**src/rtl/vga_game_pkg.sv**
```systemverilog
// Shared types, register map and reset positions for the VGA game sprite register block.
// Latency: n/a (package); backpressure: n/a.
package vga_game_pkg;

  typedef logic [10:0] xcoord_t;
  typedef logic [9:0]  ycoord_t;
  typedef logic [3:0]  bcd_t;

  typedef enum logic [1:0] {ACTIVE, COMMIT, UPDATE, BLANK} state_t;

  localparam int NUM_SPR = 5;

  localparam logic [8:0] ADDR_SCORE_X  = 9'd10;
  localparam logic [8:0] ADDR_SCORE_Y  = 9'd11;
  localparam logic [8:0] ADDR_CTRL     = 9'd12;
  localparam logic [8:0] ADDR_ANIM_DIV = 9'd13;
  localparam logic [8:0] ADDR_SCORE    = 9'd14;

  localparam ycoord_t VBLANK_LINE = 10'd480;

  // Sprite order: dino, jump, duck, cactus, godzilla.
  localparam xcoord_t RST_SPR_X [NUM_SPR] = '{11'd100, 11'd200, 11'd300, 11'd500, 11'd100};
  localparam ycoord_t RST_SPR_Y [NUM_SPR] = '{10'd100, 10'd150, 10'd200, 10'd100, 10'd260};
  localparam xcoord_t RST_SCORE_X = 11'd1184;
  localparam ycoord_t RST_SCORE_Y = 10'd448;

  function automatic bcd_t bcd_clamp(input logic [3:0] d);
    return (d > 4'd9) ? 4'd9 : d;
  endfunction

endpackage

```
**src/rtl/bcd_counter3.sv**
```systemverilog
// Three-digit BCD score counter: clear beats load beats increment, wraps 999->000; 1-cycle latency, no backpressure.
// SCORE_AUTO_EN removes the load path (score only advances by increment).
module bcd_counter3 (
  input  logic        clk,
  input  logic        reset,
  input  logic        clr,
  input  logic        inc,
`ifndef SCORE_AUTO_EN
  input  logic        load,
  input  logic [11:0] load_val,
`endif
  output logic [3:0]  digits [3]
);
  import vga_game_pkg::*;

  always_ff @(posedge clk) begin
    if (!reset || clr) begin
      for (int i = 0; i < 3; i++) digits[i] <= 4'd0;
    end
`ifndef SCORE_AUTO_EN
    else if (load) begin
      for (int i = 0; i < 3; i++) digits[i] <= bcd_clamp(load_val[4*i +: 4]);
    end
`endif
    else if (inc) begin
      if (digits[0] != 4'd9) begin
        digits[0] <= digits[0] + 4'd1;
      end else begin
        digits[0] <= 4'd0;
        if (digits[1] != 4'd9) begin
          digits[1] <= digits[1] + 4'd1;
        end else begin
          digits[1] <= 4'd0;
          digits[2] <= (digits[2] == 4'd9) ? 4'd0 : digits[2] + 4'd1;
        end
      end
    end
  end

endmodule

```
**src/rtl/sprite_reg_ctrl.sv**
```systemverilog
// Shadowed sprite/score registers committed once per frame at vblank, plus walk animation and score; all outputs registered, writes always accepted.
// SCORE_AUTO_EN: score auto-increments every SCORE_FRAMES frames instead of being loaded via address 14.
module sprite_reg_ctrl #(
  parameter int ANIM_FRAMES  = 6,
  parameter int SCORE_FRAMES = 6
) (
  input  logic        clk,
  input  logic        reset,
  input  logic        chipselect,
  input  logic        write,
  input  logic [8:0]  address,
  input  logic [31:0] writedata,
  input  logic [10:0] hcount,
  input  logic [9:0]  vcount,
  output logic [10:0] spr_x [5],
  output logic [9:0]  spr_y [5],
  output logic [10:0] score_x,
  output logic [9:0]  score_y,
  output logic [3:0]  score_digits [3],
  output logic [1:0]  sprite_state,
  output logic        commit
);
  import vga_game_pkg::*;

  localparam int ANIM_W = $clog2(ANIM_FRAMES * 15 + 1);

  state_t            state, state_nxt;
  xcoord_t           sh_x [NUM_SPR];
  ycoord_t           sh_y [NUM_SPR];
  xcoord_t           sh_score_x;
  ycoord_t           sh_score_y;
  logic              run;
  logic              clr_pend;
  logic [3:0]        anim_div;
  logic [3:0]        div_eff;
  logic [ANIM_W-1:0] anim_cnt;
  logic [ANIM_W-1:0] anim_lim;
  logic              anim_hit;
  logic              wr;
  logic              score_inc;
  logic              unused_bits;

  assign wr          = chipselect && write;
  assign unused_bits = ^writedata;

`ifdef SCORE_AUTO_EN
  localparam int SC_W = $clog2(SCORE_FRAMES + 1);
  logic [SC_W-1:0] score_cnt;
  logic            score_hit;
  assign score_hit = (score_cnt + SC_W'(1)) >= SC_W'(SCORE_FRAMES);
  assign score_inc = (state == UPDATE) && run && score_hit;
`else
  logic        ld_pend;
  logic [11:0] ld_val;
  assign score_inc = 1'b0;
`endif

  always_comb begin
    div_eff  = (anim_div == 4'd0) ? 4'd1 : anim_div;
    anim_lim = ANIM_W'(ANIM_FRAMES) * ANIM_W'(div_eff);
    anim_hit = (anim_cnt + ANIM_W'(1)) >= anim_lim;
  end

  always_comb begin
    state_nxt = state;
    case (state)
      ACTIVE:  if (vcount == VBLANK_LINE && hcount == 11'd0) state_nxt = COMMIT;
      COMMIT:  state_nxt = UPDATE;
      UPDATE:  state_nxt = BLANK;
      BLANK:   if (vcount == 10'd0 && hcount == 11'd0) state_nxt = ACTIVE;
      default: state_nxt = ACTIVE;
    endcase
  end

  always_ff @(posedge clk) begin
    if (!reset) begin
      state <= ACTIVE;
      for (int i = 0; i < NUM_SPR; i++) begin
        sh_x[i]  <= RST_SPR_X[i];
        sh_y[i]  <= RST_SPR_Y[i];
        spr_x[i] <= RST_SPR_X[i];
        spr_y[i] <= RST_SPR_Y[i];
      end
      sh_score_x   <= RST_SCORE_X;
      sh_score_y   <= RST_SCORE_Y;
      score_x      <= RST_SCORE_X;
      score_y      <= RST_SCORE_Y;
      commit       <= 1'b0;
      run          <= 1'b0;
      anim_div     <= 4'd1;
      clr_pend     <= 1'b0;
      anim_cnt     <= '0;
      sprite_state <= 2'd0;
`ifdef SCORE_AUTO_EN
      score_cnt    <= '0;
`else
      ld_pend      <= 1'b0;
      ld_val       <= 12'd0;
`endif
    end else begin
      state  <= state_nxt;
      commit <= (state == COMMIT);

      // Copy uses the pre-write shadow; a same-cycle write lands in shadow for next frame.
      if (state == COMMIT) begin
        for (int i = 0; i < NUM_SPR; i++) begin
          spr_x[i] <= sh_x[i];
          spr_y[i] <= sh_y[i];
        end
        score_x <= sh_score_x;
        score_y <= sh_score_y;
      end

      if (state == UPDATE) begin
        clr_pend <= 1'b0;
        if (run) begin
          if (anim_hit) begin
            anim_cnt     <= '0;
            sprite_state <= (sprite_state == 2'd2) ? 2'd0 : sprite_state + 2'd1;
          end else begin
            anim_cnt <= anim_cnt + ANIM_W'(1);
          end
        end
`ifdef SCORE_AUTO_EN
        if (run) score_cnt <= score_hit ? '0 : score_cnt + SC_W'(1);
`else
        ld_pend <= 1'b0;
`endif
      end

      if (wr) begin
        if (address < ADDR_SCORE_X) begin
          if (address[0]) sh_y[address[3:1]] <= writedata[9:0];
          else            sh_x[address[3:1]] <= writedata[10:0];
        end else begin
          case (address)
            ADDR_SCORE_X:  sh_score_x <= writedata[10:0];
            ADDR_SCORE_Y:  sh_score_y <= writedata[9:0];
            ADDR_CTRL: begin
              run <= writedata[0];
              if (writedata[1]) clr_pend <= 1'b1;
            end
            ADDR_ANIM_DIV: anim_div <= writedata[3:0];
`ifndef SCORE_AUTO_EN
            ADDR_SCORE: begin
              ld_pend <= 1'b1;
              ld_val  <= writedata[11:0];
            end
`endif
            default: ;
          endcase
        end
      end
    end
  end

  bcd_counter3 u_score (
    .clk      (clk),
    .reset    (reset),
    .clr      ((state == UPDATE) && clr_pend),
    .inc      (score_inc),
`ifndef SCORE_AUTO_EN
    .load     ((state == UPDATE) && ld_pend),
    .load_val (ld_val),
`endif
    .digits   (score_digits)
  );

endmodule

```
**config.mk**
```make
export PLATFORM = sky130hd
export DESIGN_NAME = sprite_reg_ctrl
export DESIGN_NICKNAME = d
export VERILOG_FILES = /design/src/rtl/vga_game_pkg.sv /design/src/rtl/bcd_counter3.sv /design/src/rtl/sprite_reg_ctrl.sv
export SDC_FILE = /design/constraint.sdc
export NUM_CORES = 1
export LEC_CHECK = 0
export BUFFER_PORTS_ARGS = -buffer_cell sky130_fd_sc_hd__buf_2
export CORE_MARGIN = 1
export CORE_UTILIZATION = 50
export CTS_CLUSTER_SIZE = 8
export DETAILED_ROUTE_END_ITERATION = 12
export GPL_TIMING_DRIVEN = 0
export PLACE_DENSITY = 0.74
export SLEW_MARGIN = 40
export SYNTH_ARGS = -nofsm -noshare
export SYNTH_HDL_FRONTEND = slang
export SYNTH_SLANG_ARGS = --single-unit
```
**constraint.sdc**
```tcl
create_clock -name clk -period 3.05 [get_ports clk]
set_clock_uncertainty 0.1 [all_clocks]
set_input_delay 0.4575 -clock clk [delete_from_list [all_inputs] [get_ports clk]]
set_output_delay 0.4575 -clock clk [all_outputs]
set_load 0.05 [all_outputs]
```
# Yosys cells after proc, flatten, opt, wreduce, memory -nomap -nowiden
# Memory sizes are Yosys's and may differ from the RTL's. A register that Yosys moved wholly into a read port is not among the register bits.
# Cells that the tools add are included.
[classes] add_sub_neg=2 multipliers=1 magnitude_cmp=5 eq_ne=12 n_mux=35 n_bitwise=1 n_reduce_logical=31
[op_table] operator="$eq 9x4->1 const B" count=5
[op_table] operator="$mux 1" count=22
[op_table] operator="$reduce_and 3->1" count=6
[op_table] operator="$mux 4" count=4
[op_table] operator="$gt 4x4->1 const B" count=3
[op_table] operator="$logic_not 1->1" count=11
[op_table] operator="$logic_not 11->1" count=1
[op_table] operator="$mux 11" count=1
[op_table] operator="$reduce_or 11->1" count=1
[op_table] operator="$eq 10x9->1 const B" count=1
[op_table] operator="$logic_not 10->1" count=1
[op_table] operator="$mux 10" count=1
[op_table] operator="$reduce_or 10->1" count=1
[op_table] operator="$lt 9x4->1 const B" count=1
[op_table] operator="$pmux 2 s4" count=1
[op_table] operator="$add 7x1->7 const B" count=1
[op_table] operator="$ge 7x7->1" count=1
[op_table] operator="$mux 7" count=1
[op_table] operator="$eq 2x2->1 const B" count=3
[op_table] operator="$mul 2x4->6 const A" count=1
[op_table] operator="$mux 2" count=3
[op_table] operator="$mux 3" count=2
[op_table] operator="$logic_and 1x1->1" count=5
[op_table] operator="$logic_not 4->1" count=1
[op_table] operator="7 further kinds" count=9
[totals] register_bits=85 ram_bits=105 output_inout_bits=141 elab_cells=105 mem_count=2
[memory_table] name="sh_x" depth=5 width=11 read_ports=5 rd_ports_with_merged_regs=5 write_ports=5 line="sprite_reg_ctrl.sv:28" rtl="xcoord_t sh_x [NUM_SPR];"
[memory_table] name="sh_y" depth=5 width=10 read_ports=5 rd_ports_with_merged_regs=5 write_ports=5 line="sprite_reg_ctrl.sv:29" rtl="ycoord_t sh_y [NUM_SPR];"

# Logic depth before layout (Yosys ltp)
# Gate-level depths: netlist of the first run.
[logic_depth] depth_word=7 ltp_mapped=10 ltp_nobuf=10

# Cells and area by module
# From an unflattened synthesis of the first run, not the netlist that was laid out.
[unflattened] hier_cells=1047 area_unflattened_um2=11806.3
[by_module_without_submodules] mod="sprite_reg_ctrl" instances=1 cells_per_inst=956 area_per_inst_um2=11035.6 seq_area_each_um2=6716.4
[by_module_without_submodules] mod="bcd_counter3" instances=1 cells_per_inst=91 area_per_inst_um2=770.7 seq_area_each_um2=240.2

# Least setup slack after synthesis of the first run
# OpenSTA, ideal clock, no wires.
[synth_path] path_type="input port to flip-flop" startpoint="input address[8]" endpoint="memory sh_x[1][0] (netlist name), enable pin" setup_time_ns=0.394 arrival_ns=2.473 t_required_ns=2.556 path_slack_ns=0.083 path_stages=5 path_buffers=2 path_cell_list="or4_4 > or3_4 > buf_6 > buf_6 > o21ai_0"
[synth_lines] element="from (decl)" line="sprite_reg_ctrl.sv:11" rtl="input logic [8:0] address,"
[synth_lines] element="to (decl)" line="sprite_reg_ctrl.sv:28"

# Final worst setup path of the first run
[layout_path] startpoint="register anim_div[1]" endpoint="register anim_cnt[1]"
[layout_between] elab_chain_cells=5
[layout_rtl] element="from (decl)" line="sprite_reg_ctrl.sv:34" rtl="logic [3:0] anim_div;"
[layout_rtl] element="from (signal assigned)" line="sprite_reg_ctrl.sv:143" rtl="ADDR_ANIM_DIV: anim_div <= writedata[3:0];"
[layout_rtl] element="$logic_not 4->1" line="sprite_reg_ctrl.sv:59" rtl="div_eff = (anim_div == 4'd0) ? 4'd1 : anim_div;"
[layout_rtl] element="$mux 4 *" line="sprite_reg_ctrl.sv:59"
[layout_rtl] element="$mul 2x4->6 *" line="sprite_reg_ctrl.sv:60" rtl="anim_lim = ANIM_W'(ANIM_FRAMES) * ANIM_W'(div_eff);"
[layout_rtl] element="$ge 7x7->1 *" line="sprite_reg_ctrl.sv:61" rtl="anim_hit = (anim_cnt + ANIM_W'(1)) >= anim_lim;"
[layout_rtl] element="$mux 7 *" line="sprite_reg_ctrl.sv:117" rtl="if (anim_hit) begin"
[layout_rtl] element="to (signal assigned)" line="sprite_reg_ctrl.sv:121" rtl="anim_cnt <= anim_cnt + ANIM_W'(1);"
[layout_rtl] element="to (decl)" line="sprite_reg_ctrl.sv:36" rtl="logic [ANIM_W-1:0] anim_cnt;"
# Every way passes the cells marked *; elsewhere a longest branch is shown, timed or not.
# A chain may end at the register's enable or synchronous reset.

==> results of run 1 <==
[state kept, by name, summed over array words and instances (netlist names), 7 cells and up]
| register | flops |
|---|---|
| u_score.digits | 12 |
| spr_y | 50 |
| score_y | 10 |
| ld_val | 12 |
| sh_y | 50 |
| anim_cnt | 7 |
| score_x | 11 |
| spr_x | 55 |
| sh_x | 55 |
| sh_score_y | 10 |
| sh_score_x | 11 |
[layout by cell type (no fill, tap or decap), drive strengths merged, types with 3 or more instances in the layout]
cell type,netlist,layout
a21boi,31,31
a21oi,13,13
and2,75,75
buf,18,204
clkbuf,55,126
dfxtp,190,190
edfxtp,105,105
ha,16,16
inv,9,10
mux2i,130,130
nand2,74,74
nand2b,23,23
nand3,53,53
nand3b,7,7
nor2,24,24
nor2b,87,87
nor3,15,15
nor4,7,7
o21a,3,3
o21ai,43,43
or2b,3,3
or3,19,19
xnor2,7,7
xor2,6,6
[routing by layer]
| layer | global-route usage [%] | routed length, µm | vias up | share of wire, % |
|---|---|---|---|---|
| met2 | 41.0 | 14200 | 335 | 47 |
| li1 | - | - | 4028 | - |
| met3 | 4.79 | 2260 | 59 | 7.6 |
| met5 | 0 | 0 | - | 0 |
| met1 | 32.7 | 12700 | 4051 | 43 |
| met4 | 8.78 | 734 | 0 | 2.5 |
[cell type report]
cell class                 instances  area, µm²  area share, %
timing repair buffer             187        945           6.60
clock inverter                     2       38.8          0.271
inverter                           9       33.8          0.236
antenna                            2       5.00         0.0349
clock buffer                      70       1160           8.07
sequential                       295       6960           48.6
buffer                            73        313           2.18
tap                              313        392           2.73
multi-input combinational        656       4480           31.3
[power by group]
group | switching (mW) | internal [mW]
combinational | 0.166 | 0.0684
clock | 1.63 | 2.56
sequential | 0.0251 | 4.15
[worst min path at each step]
stage	from	to	slack, ns
detailed placement	u_score.digits[9]$_SDFFE_PP0P_	u_score.digits[9]$_SDFFE_PP0P_	0.34
floorplan	sh_x[3][2]$_SDFFCE_PN1P_	spr_x[13]$_SDFFE_PN1P_	0.34
global route	writedata[7]	sh_x[3][7]$_SDFFCE_PN1P_	0.15
finish	writedata[11]	ld_val[11]$_SDFFE_PN0P_	0.13
CTS	writedata[11]	ld_val[11]$_SDFFE_PN0P_	0.11
global placement	u_score.digits[10]$_SDFFE_PP0P_	u_score.digits[10]$_SDFFE_PP0P_	0.34
[per-stage QoR]
stage | power [mW] | instances | utilization, % | worst slack, ns | hold slack (ns)
after global placement | 4.47 | 1531 | 57.3 | -0.592 | 0.337
after floorplan | 4.34 | 1033 | - | 0.0828 | 0.338
after global routing | 8.86 | 1605 | 62.7 | 0.00418 | 0.152
after CTS | 8.66 | 1605 | 62.7 | 0.162 | 0.111
after detailed placement | 4.48 | 1533 | 57.4 | -0.223 | 0.343
final | 8.60 | 1607 | 62.7 | 0.197 | 0.129
[kinds of logic after synthesis]
| kind of cell | Yosys count | synth area share [%] |
|---|---|---|
| AOI/OAI and AO/OA | 101 | 5.34 |
| muxes | 130 | 11.1 |
| and+or+nand+nor | 395 | 18.7 |
| buffers and inverters | 82 | 2.91 |
| xor gates and xnor gates | 13 | 0.968 |
| adders and majority gates | 17 | 1.87 |
| DFF | 295 | 59.1 |
[worst max-delay path, stage by stage (launching register included)]
cell,delay [ns]
dfxtp_1,0.45
ha_1,0.29
a31o_2,0.25
a21oi_1,0.17
xnor2_1,0.16
ha_1,0.25
and2_1,0.15
a221oi_1,0.33
o221ai_1,0.35
a21oi_1,0.28
==> results.json, run 1 <==
{
  "status": "completed",
  "die_area_um2": 24200,
  "crit_path_end_kind": "flop",
  "area_growth_pct": 21.7,
  "grt_max_degree": 12,
  "io_pins": 207,
  "cp.required_ns": 3.38,
  "crit_path_max_fanout": 7,
  "r2r_cells": 9,
  "synth.avg_cell_area_um2": 11.4,
  "ir_worst_vdd_v": 0.000385,
  "r2r-end": "anim_cnt[1]$_SDFFE_PN0P_",
  "postCtsResizedCells": 0,
  "ant_nets": 0,
  "layout.nets": 1347,
  "leakagePower_nw": 5.14,
  "fill_cells": 1866,
  "postLayoutCellArea_um2": 14300,
  "clock_path_buffers": 3,
  "cts.sinks": 295,
  "synth_area_um2": 11800,
  "finalWeightedCongestion": 0.934,
  "numCtsBuffers": 42,
  "synth_top_cells_by_count": "dfxtp_1 (190), mux2i_1 (130), edfxtp_1 (105), nor2b_1 (87), and2_1 (75)",
  "hold_depth": 3,
  "post-synth-top-area-cell": "dfxtp_1",
  "async_flop_share_pct": 0,
  "tns_ns": 0,
  "synth_nets": 1116,
  "report.final.slew_viol_count": 0,
  "critPathLaunchType": "flop",
  "numPortBuffers": 185,
  "yosysWarnings": 0,
  "cts_setup_buffers": 0,
  "grt_pass1_wl_um": 45700,
  "worst_pin_slew_ns": 0.886,
  "cts_root_buf": "clkbuf_16",
  "path_class": "reg2reg",
  "viasPerCell": 5.27,
  "synth-edff-count": 105,
  "hold_viol_final": 0,
  "holdBufCountCts": 0,
  "drive_above_1_share_pct": 19.7,
  "first_iter_violations": 668,
  "clkTransAtPathRegs_ns": 0.05,
  "grt_usage_pct": 24.9,
  "die_w_um": 155,
  "min_period_ns": 2.85,
  "post-route-drc-count": 0,
  "grt_pass1_vias": 8246,
  "worstHoldPathType": "in2reg",
  "dp_hpwl_um": 20700,
  "routed_wl_um": 29900,
  "syn_inst": 1033,
  "start_util_pct": 51.5,
  "min_period_over_period_pct": 93.5,
  "vias": 8473,
  "crit_end": "anim_cnt[1]$_SDFFE_PN0P_",
  "core_region_area_um2": 22800,
  "ys_types": 46,
  "startpoint": "anim_div[1]$_SDFFE_PN0P_",
  "synthTopCellsByArea": "dfxtp_1 (32%), edfxtp_1 (27%), mux2i_1 (11%), nor2b_1 (4.6%), and2_1 (4.0%)",
  "tritoncts": "built",
  "die_h_um": 155,
  "drv_cap": 0,
  "reg2reg_from": "anim_div[1]$_SDFFE_PN0P_",
  "maxSlewHeadroom_pct": 40.9,
  "antenna_found_initial": 2,
  "wl_per_cell_um": 18.6,
  "num_rows": 55,
  "insertion_delay_ns": 0.53,
  "rsz0062_at_grt": "false",
  "overflow": 0,
  "yosysSeqAreaShare_pct": 59.1,
  "setup_violations": 0,
  "synthFlopType": "dfxtp_1",
  "r2r_setup_slack_ns": 0.20,
  "arrival_ns": 3.18,
  "synthDominantCellAreaShare_pct": 32.3,
  "ctsHtreeMaxLevel": 2,
  "drt_first_pass_iters": 5,
  "ys_ff_latch": 295,
  "placement.cell_area_um2": 13100,
  "power_density_nw_per_um2": 601,
  "fmax_mhz": 351,
  "yosysMostFrequentCell": "dfxtp_1"
}
No activity file was read; power rests on OpenSTA's default activity.
==> inputs of run 2 (changes only) <==
Settings changed: PLACE_DENSITY 0.74 to 0.72, SYNTH_HIERARCHICAL set to 1.
Clock period 3.05 ns to 3.4 ns, I/O delays scaled along.
==> results.json, run 2 <==
{
  "critPathLaunchType": "input pin",
  "slowest_stage": "nor3_1",
  "tns_ns": 0,
  "start_util_pct": 51.5,
  "worstHoldPathType": "in2reg",
  "cts_root_buf": "clkbuf_16",
  "synth-simple-area-share_pct": 17.7,
  "post-route-drc-count": 0,
  "clock_path_buffers": 3,
  "fmax_mhz": 343,
  "grt_max_degree": 12,
  "drive_above_1_share_pct": 19.6,
  "die_h_um": 156,
  "arrival_ns": 2.97,
  "cp.depth": 6,
  "synthAdderAreaFrac_pct": 1.87,
  "die_w_um": 156,
  "mostFrequentLayoutCells": "buf_2 (193), dfxtp_1 (190), mux2i_1 (161), nor2_1 (112), edfxtp_1 (105)",
  "dp_cells": 1549,
  "crit_buf_inv": 2,
  "crit_path_max_fanout": 11,
  "finalPower_mw": 7.73,
  "core_region_area_um2": 22900,
  "syn_inst": 1047,
  "postCtsResizedCells": 0,
  "ir_worst_vdd_v": 0.000312,
  "antenna_found_initial": 5,
  "slowest_delay_ns": 0.63,
  "synthTopCellsByArea": "dfxtp_1 (32%), edfxtp_1 (27%), mux2i_1 (14%), and2_1 (4.0%), nor2_1 (3.6%)",
  "hold_viol_final": 0,
  "maxSlewHeadroom_pct": 42.5,
  "synthFlopType": "dfxtp_1",
  "status": "completed",
  "viasPerCell": 5.17,
  "die_area_um2": 24200,
  "synth_top_cells_by_count": "dfxtp_1 (190), mux2i_1 (161), nor2_1 (112), edfxtp_1 (105), nand2_1 (101)",
  "async_flop_share_pct": 0,
  "io_pins": 207,
  "setup_violations": 0,
  "hold_depth": 3,
  "grt_pass1_vias": 7696,
  "cpLargestDelayFamily": "simple AND/OR/NAND/NOR gates",
  "synth.avg_cell_area_um2": 11.3,
  "crit_chain": "buf_2 > or4_1 > nor3_1 > and3_1 > buf_2 > nand2b_1",
  "stdcell_count": 1626,
  "drt_first_pass_iters": 5,
  "tritoncts": "built",
  "synth.mux.area_fraction_pct": 13.6,
  "ctsHtreeMaxLevel": 2,
  "cts_setup_buffers": 0,
  "drv_cap": 0,
  "holdBufCountCts": 0,
  "multi_input_area_um2": 4500,
  "cp.required_ns": 3.45,
  "r2r_cells": 8,
  "ys_types": 61,
  "yosysSeqAreaShare_pct": 58.9,
  "layout.nets": 1363,
  "dp_hpwl_um": 19900,
  "regArea_um2": 6960,
  "routed_wl_um": 29000,
  "vias": 8413,
  "numPortBuffers": 185,
  "first_iter_violations": 573,
  "grt_usage_pct": 23.9,
  "synth_compound_area_share_pct": 3.29,
  "power_density_nw_per_um2": 539,
  "synth_xor_area_share_pct": 1.41,
  "synth_area_um2": 11800,
  "crit_path_end_kind": "flop",
  "yosysMostFrequentCell": "dfxtp_1",
  "fill_cells": 1946,
  "wl_per_cell_um": 17.8,
  "synthDominantCellAreaShare_pct": 32.2,
  "ys_ff_latch": 295,
  "min_period_over_period_pct": 85.8,
  "final_common_cell": "buf_2",
  "rsz0062_at_grt": "false",
  "synth_top_family_by_area": "simple AND/OR/NAND/NOR gates",
  "cpMostUsedCell": "buf_2",
  "postLayoutCellArea_um2": 14300,
  "report.final.slew_viol_count": 0,
  "area_growth_pct": 21.5,
  "num_rows": 55,
  "finalWeightedCongestion": 0.829,
  "grt_pass1_wl_um": 43600,
  "leakagePower_nw": 5.53,
  "largestRegisters": "sh_x: 55 flops, spr_x: 55 flops",
  "utilization_pct": 62.6,
  "insertion_delay_ns": 0.52,
  "min_period_ns": 2.92,
  "post-synth-top-area-cell": "dfxtp_1",
  "clkTransAtPathRegs_ns": 0.05,
  "numCtsBuffers": 42,
  "placement.cell_area_um2": 13100,
  "path_class": "in2reg",
  "worst_pin_slew_ns": 0.862,
  "synth-edff-count": 105,
  "overflow": 0,
  "ant_nets": 0,
  "cts.sinks": 295,
  "yosysWarnings": 6
}
-- run 2: worst paths after layout --
check                           slack [ns]                    endpoint                        from
worst min-delay path                  0.14     ld_val[11]$_SDFFE_PN0P_               writedata[11]
worst max register to register        0.67    anim_cnt[1]$_SDFFE_PN0P_    anim_div[1]$_SDFFE_PN0P_
worst min register to register        0.36  sh_score_x[8]$_SDFFE_PN0P_  sh_score_x[8]$_SDFFE_PN0P_
worst max-delay path                  0.48    sh_x[2][9]$_SDFFCE_PN0P_                  address[8]
-- run 2: cells by family (layout without fill, tap and decap cells) --
family | count (synthesis) | count (layout)
and+or+nand+nor | 412 | 412
DFF | 295 | 295
muxes | 161 | 161
buffers and inverters | 85 | 342
AOI/OAI and AO/OA | 57 | 57
xor gates and xnor gates | 19 | 19
adders and majority gates | 17 | 17
other | 1 | 10
-- run 2: tightest hold or removal path, delay by kind of cell --
family | cells | cell delay [ns]
and+or+nand+nor | 1 | 0.04
buffers and inverters | 1 | 0.09
muxes | 1 | 0.05
-- run 2: final cells by class --
| type | instances | share of cell area (%) |
|---|---|---|
| flip-flops and latches | 295 | 48.5 |
| well taps | 313 | 2.73 |
| inverters | 14 | 0.366 |
| clock inverters | 1 | 0.0611 |
| multi-input cells | 671 | 31.4 |
| diodes | 5 | 0.0872 |
| repair buffers | 185 | 6.45 |
| plain buffers | 71 | 2.20 |
| clock buffers | 71 | 8.23 |
-- run 2: through the flow --
step	setup WS [ns]	hold WS, ns
after detailed placement	0.0171	0.349
after global routing	0.349	0.150
final	0.481	0.144
after floorplan	0.707	0.334
after CTS	0.515	0.135
after global placement	-0.00300	0.341
-- run 2: routing by layer --
layer	vias up	part of all wire (%)	wire [µm]	track usage, %
li1	4063	-	-	-
met1	4037	45	13000	31.9
met2	263	47	13600	39.3
met3	48	6.4	1860	5.19
met4	2	1.7	503	6.49
met5	-	0.045	13	0
-- run 2: where the power goes --
part / switching, mW / internal [mW]
clock network: 1.44 / 2.33
registers: 0.0240 / 3.72
logic: 0.164 / 0.0527
total: 1.62 / 6.11
